===== src/rtl/mem_arbiter.sv =====
// Shared single-port SRAM arbiter for the IF and MEM stages; data has priority, freezes stall the pipe.
// Optional one-entry fetch buffer enabled with `define ARB_FETCH_BUFFER_EN.
module mem_arbiter #(
    parameter int WORD_WIDTH = 32,
    parameter int SRAM_WAIT  = 3,
    parameter int CNT_WIDTH  = 4
) (
    input  logic                  clk,
    input  logic                  rst,
    input  logic                  if_req,
    input  logic [WORD_WIDTH-1:0] if_addr,
    output logic [WORD_WIDTH-1:0] if_rdata,
    output logic                  if_ready,
    input  logic                  d_rd_en,
    input  logic                  d_wr_en,
    input  logic [WORD_WIDTH-1:0] d_addr,
    input  logic [WORD_WIDTH-1:0] d_wdata,
    output logic [WORD_WIDTH-1:0] d_rdata,
    output logic                  d_ready,
    output logic                  sram_cs,
    output logic                  sram_we,
    output logic [WORD_WIDTH-1:0] sram_addr,
    output logic [WORD_WIDTH-1:0] sram_wdata,
    input  logic [WORD_WIDTH-1:0] sram_rdata,
    output logic                  freeze_if,
    output logic                  freeze_pipe
);

    localparam logic [1:0] IDLE   = 2'd0;
    localparam logic [1:0] ACCESS = 2'd1;
    localparam logic [1:0] DONE   = 2'd2;

    localparam logic OWN_IF = 1'b0;
    localparam logic OWN_D  = 1'b1;

    logic [1:0]            state;
    logic [CNT_WIDTH-1:0]  cnt;
    logic                  owner;
    logic                  we_q;
    logic [WORD_WIDTH-1:0] addr_q;
    logic [WORD_WIDTH-1:0] wdata_q;

    logic                  d_req;
    logic                  fetch_hit;
    logic [WORD_WIDTH-1:0] hit_data;

    assign d_req = d_rd_en | d_wr_en;

`ifdef ARB_FETCH_BUFFER_EN
    logic                  buf_valid;
    logic [WORD_WIDTH-1:0] buf_tag;
    logic [WORD_WIDTH-1:0] buf_data;

    assign fetch_hit = buf_valid && (if_addr == buf_tag);
    assign hit_data  = buf_data;

    always_ff @(posedge clk or negedge rst) begin
        if (!rst) begin
            buf_valid <= 1'b0;
            buf_tag   <= '0;
            buf_data  <= '0;
        end else if (state == ACCESS && cnt == '0 && owner == OWN_IF) begin
            buf_valid <= 1'b1;
            buf_tag   <= addr_q;
            buf_data  <= sram_rdata;
        end else if (state == DONE && owner == OWN_D && we_q && addr_q == buf_tag) begin
            buf_valid <= 1'b0;
        end
    end
`else
    assign fetch_hit = 1'b0;
    assign hit_data  = '0;
`endif

    always_ff @(posedge clk or negedge rst) begin
        if (!rst) begin
            state    <= IDLE;
            cnt      <= '0;
            owner    <= OWN_IF;
            we_q     <= 1'b0;
            addr_q   <= '0;
            wdata_q  <= '0;
            if_rdata <= '0;
            d_rdata  <= '0;
            if_ready <= 1'b0;
            d_ready  <= 1'b0;
        end else begin
            // NOTE: ready defaults low every cycle so it can only ever be a one-cycle pulse.
            if_ready <= 1'b0;
            d_ready  <= 1'b0;
            case (state)
                IDLE: begin
                    if (d_req) begin
                        owner   <= OWN_D;
                        addr_q  <= d_addr;
                        wdata_q <= d_wdata;
                        we_q    <= d_wr_en;
                        cnt     <= CNT_WIDTH'(SRAM_WAIT - 1);
                        state   <= ACCESS;
                    end else if (if_req && !if_ready) begin
                        // if_ready gating stops a held request from re-issuing in its own ready cycle.
                        if (fetch_hit) begin
                            if_ready <= 1'b1;
                            if_rdata <= hit_data;
                        end else begin
                            owner   <= OWN_IF;
                            addr_q  <= if_addr;
                            wdata_q <= '0;
                            we_q    <= 1'b0;
                            cnt     <= CNT_WIDTH'(SRAM_WAIT - 1);
                            state   <= ACCESS;
                        end
                    end
                end
                ACCESS: begin
                    if (cnt == '0) begin
                        state <= DONE;
                        if (owner == OWN_D) begin
                            if (!we_q) d_rdata <= sram_rdata;
                            d_ready <= d_req;
                        end else begin
                            if_rdata <= sram_rdata;
                            if_ready <= if_req;
                        end
                    end else begin
                        cnt <= cnt - 1'b1;
                    end
                end
                DONE:    state <= IDLE;
                default: state <= IDLE;
            endcase
        end
    end

    assign sram_cs    = (state == ACCESS);
    assign sram_we    = sram_cs & we_q;
    assign sram_addr  = addr_q;
    assign sram_wdata = wdata_q;

    assign freeze_pipe = d_req & ~d_ready;
    assign freeze_if   = (if_req & ~if_ready) | freeze_pipe | (sram_cs & (owner == OWN_D));

endmodule


===== config.mk =====
export PLATFORM = sky130hd
export DESIGN_NAME = mem_arbiter
export DESIGN_NICKNAME = d
export VERILOG_FILES = /design/src/rtl/mem_arbiter.sv
export SDC_FILE = /design/constraint.sdc
export NUM_CORES = 1
export LEC_CHECK = 0
export CAP_MARGIN = 20
export CELL_PAD_IN_SITES_DETAIL_PLACEMENT = 0
export CELL_PAD_IN_SITES_GLOBAL_PLACEMENT = 1
export CORE_MARGIN = 3
export CORE_UTILIZATION = 32
export DETAILED_ROUTE_END_ITERATION = 8
export GPL_TIMING_DRIVEN = 0
export PLACE_DENSITY_LB_ADDON = 0.1
export SLEW_MARGIN = 30
export SYNTH_ARGS = -nofsm -noshare
export SYNTH_HDL_FRONTEND = slang
export SYNTH_SLANG_ARGS = --single-unit
export TNS_END_PERCENT = 10

===== constraint.sdc =====
create_clock -name clk -period 2.6 [get_ports clk]
set_clock_uncertainty 0.1 [all_clocks]
set_input_delay 0.52 -clock clk [delete_from_list [all_inputs] [get_ports clk]]
set_output_delay 0.52 -clock clk [all_outputs]
set_load 0.02 [all_outputs]

==> impl_results.md <==
- Status: finished, final reports clean
- Routed WL: 15600 um
- DRT met1 WL: 6620 um
- Critical Path Sink: freeze_if
- Vias per cell: 4.58
- Crit path time final: 2.48 ns
- Max-slew violations: 0
- Top layer in use: met4
- RSZ-0062 raised after global routing: no
- CTS root buf: clkbuf_16
- CTS Buf Count: 17
- Io pins: 267
- Cells after Synth: 391
- PD cells: 1300 nW/um2
- Ratio of cells with drive above 1 in the final layout: 0.178
- Wirelength per Cell: 17.1 um
- Critical Path End Type: primary output
- Slew headroom: 0.507
- Largest net degree at the start of global routing: 86
- Library cells used by synthesis: 31
- Critical path's slowest cell: clkdlybuf4s50_1
- GRT Util Overall: 0.166
- CP max stage delay: 0.45 ns
- Worst slack, placed: -0.535 ns
- Min Hold Slack: 0.375 ns
- Congestion Overflow GR: 0
- Critical Path AT: 1.86 ns
- Row Count: 47
- Final WS setup: 0.124 ns
- Die height: 138 um
- Die width: 138 um
- Kind of critical path: primary input to primary output
- CP startpoint kind: primary input
- Global-route wire length before repair: 25500 um
- Crit path launch: d_rd_en
- Placed inst area: 8580 um2
- Clock tree buffer depth: 2
- Core footprint: 16900 um2
- Final RePlAce weighted congestion: 0.778
- Final setup violating endpoints: 0
- Reg2reg setup slack: 0.48 ns
- CTS sink count: 138
- Max Freq: 404 MHz
- Input/output buffers: 266
- Ant diodes: 0
- Footprint of the multi-input gates: 1980 um2
- Finished Cell Area: 9210 um2
- Syn_nets: 526
- Final Hold Viols: 0
- Vias: 4173
- Reg2reg end: if_rdata[15]
- CP Buf/Inv Count: 3
- Worst r2r path cells: 6
- Min-Delay Path Class: register to register
- Clk_lat worst skew: 0.40 ns
- Clock Pin Slew Worst Setup and Hold Paths: 0.05 ns
- Crit. path cell count: 7
- CTS tree: built
- H-tree depth: 4
- Storage element area: 3450 um2
- Vias in the first global route: 4580
- Max_cap viols: 0
- Static leakage: 4.07 nW
- Initial Util: 0.332
- Mapped Avg Cell Area: 14.3 um2
- Share of the yosys chip area belonging to registers: 0.616
- Worst-Margin Slew: 0.734 ns
- Worst Path Max Fanout: 10
- Maximum vdd drop: 0.547 mV
- FILL cells: 1422
- DRC violations left: 0
- Placed Cells incl. Taps: 878
- Nets: 814
- Final core occ: 0.546
- Worst EP required: 1.98 ns
- Layout area overhead: 64.4%
- CP Cell Sequence: clkdlybuf4s50_1 -> nor2_4 -> buf_6 -> nor2_1 -> a21oi_1 -> nand2_1 -> dlygate4sd2_1
- Routed wl met2: 7670 um
- Setup_tns: 0 ns
- Post-synth design cell area: 5610 um2
- Die ar.: 19100 um2
- Worst R2R Start: cnt[0]
- Final period util: 0.952
- Hpwl dp: 11800 um
- Post-Layout Cell Count: 912
- Number of antenna violations at the first check in global routing: 0
- Delay-heaviest family, CP: buffers and inverters
- DR pass1 iterations: 4
- Ys Warns: 0
- Initial DRC Count: 130
- Metal3 WL: 1140 um
- Register bit total from synthesis: 138
- Total power draw: 12.0 mW
- ANT nets after route: 0
per-layer routing:
metal  up-vias  GRT usage
li1       1974          -
met1      2019      0.215
met2       164      0.267
met3        16     0.0580
met4         0     0.0452
met5         -          0
timing repair:
item | CTS | global route
endpoints found under the setup margin | 2 | 2
hold buffers | 1 | 0
setup buffers | 1 | 0
gates resized for setup | 3 | 2
pin swaps | 1 | 0
endpoints found under the hold margin | 53 | 0
cells in the mapped netlist (all sizes together):
cell type	instances	area, um2
dfrtp	138	3450
mux2	65	845
nand2	36	135
mux2i	34	340
o21ai	34	170
a22o	32	280
buf	20	138
clkbuf	4	16.3
inv	4	15.0
nand2b	4	32.5
nor2	4	22.5
and2	2	12.5
ha	2	25.0
nor3	2	21.3
nor4	2	27.5
a211o	1	8.76
a21oi	1	5.00
a2bb2oi	1	8.76
and3b	1	8.76
nand3	1	5.00
nand3b	1	20.0
o21a	1	7.51
o31ai	1	7.51
worst reg2reg max path, delay by kind of cell, from the launching register on:
| family | cells | cell delay [ns] |
|---|---|---|
| adders and majority gates | 1 | 0.18 |
| buffers and inverters | 2 | 0.33 |
| DFF | 1 | 0.41 |
| muxes | 1 | 0.35 |
| and+or+nand+nor | 2 | 0.64 |
power by group:
| part | switching [mW] | internal [mW] | total (mW) | leakage [nW] |
|---|---|---|---|---|
| Sequential | 0.574 | 3.19 | 3.77 | 1.69 |
| Combinational | 2.76 | 2.96 | 5.72 | 2.08 |
| Clock | 0.892 | 1.58 | 2.48 | 0.303 |
| Total | 4.22 | 7.74 | 12.0 | 4.07 |
how the worst min path moves through the flow:
stage,startpoint,to,slack (ns),cells past startpoint
2_1_floorplan,rst,cnt[0],0.12,0
3_3_place_gp,sram_addr[0],sram_addr[0],0.36,2
3_5_place_dp,rst,if_rdata[14],0.37,1
4_1_cts,sram_addr[3],sram_addr[3],0.38,2
5_1_grt,sram_addr[1],sram_addr[1],0.40,2
6_report,sram_addr[3],sram_addr[3],0.38,2
final cells by class:
| type | count | share of cell area |
|---|---|---|
| Buffer | 24 | 0.0174 |
| Clock buffer | 21 | 0.0511 |
| Clock inverter | 11 | 0.0156 |
| Inverter | 4 | 0.00163 |
| Multi-Input combinational cell | 225 | 0.215 |
| Sequential cell | 138 | 0.375 |
| Tap cell | 220 | 0.0299 |
| Timing Repair Buffer | 269 | 0.294 |
logic make-up (layout without fill, tap and decap cells):
family	count (synthesis)	after routing	share of synthesized area
buf+inv	28	329	0.0301
compound gates	71	71	0.0871
simple gates	53	53	0.0509
fa+ha+maj	2	2	0.00446
flops	138	138	0.616
mux	99	99	0.211
flip-flops by register name, indices dropped and copies added, names as in the netlist:
| register | cells |
|---|---|
| cnt | 4 |
| d_rdata | 32 |
| d_ready | 1 |
| if_rdata | 32 |
| if_ready | 1 |
| owner | 1 |
| sram_addr | 32 |
| sram_wdata | 32 |
| state | 2 |
| we_q | 1 |
placed cells by master (no fill, tap or decap), drive strengths merged, types with 3 or more instances in the layout:
cell,Yosys,layout
nor2,4,4
a22o,32,32
clkinv,0,7
clkbuf,4,25
mux2i,34,34
mux2,65,65
buf,20,23
o21ai,34,34
nand2,36,36
bufinv,0,3
dfrtp,138,138
nand2b,4,4
clkdlybuf4s50,0,262
inv,4,4
No activity file was read; power rests on OpenSTA's default activity.
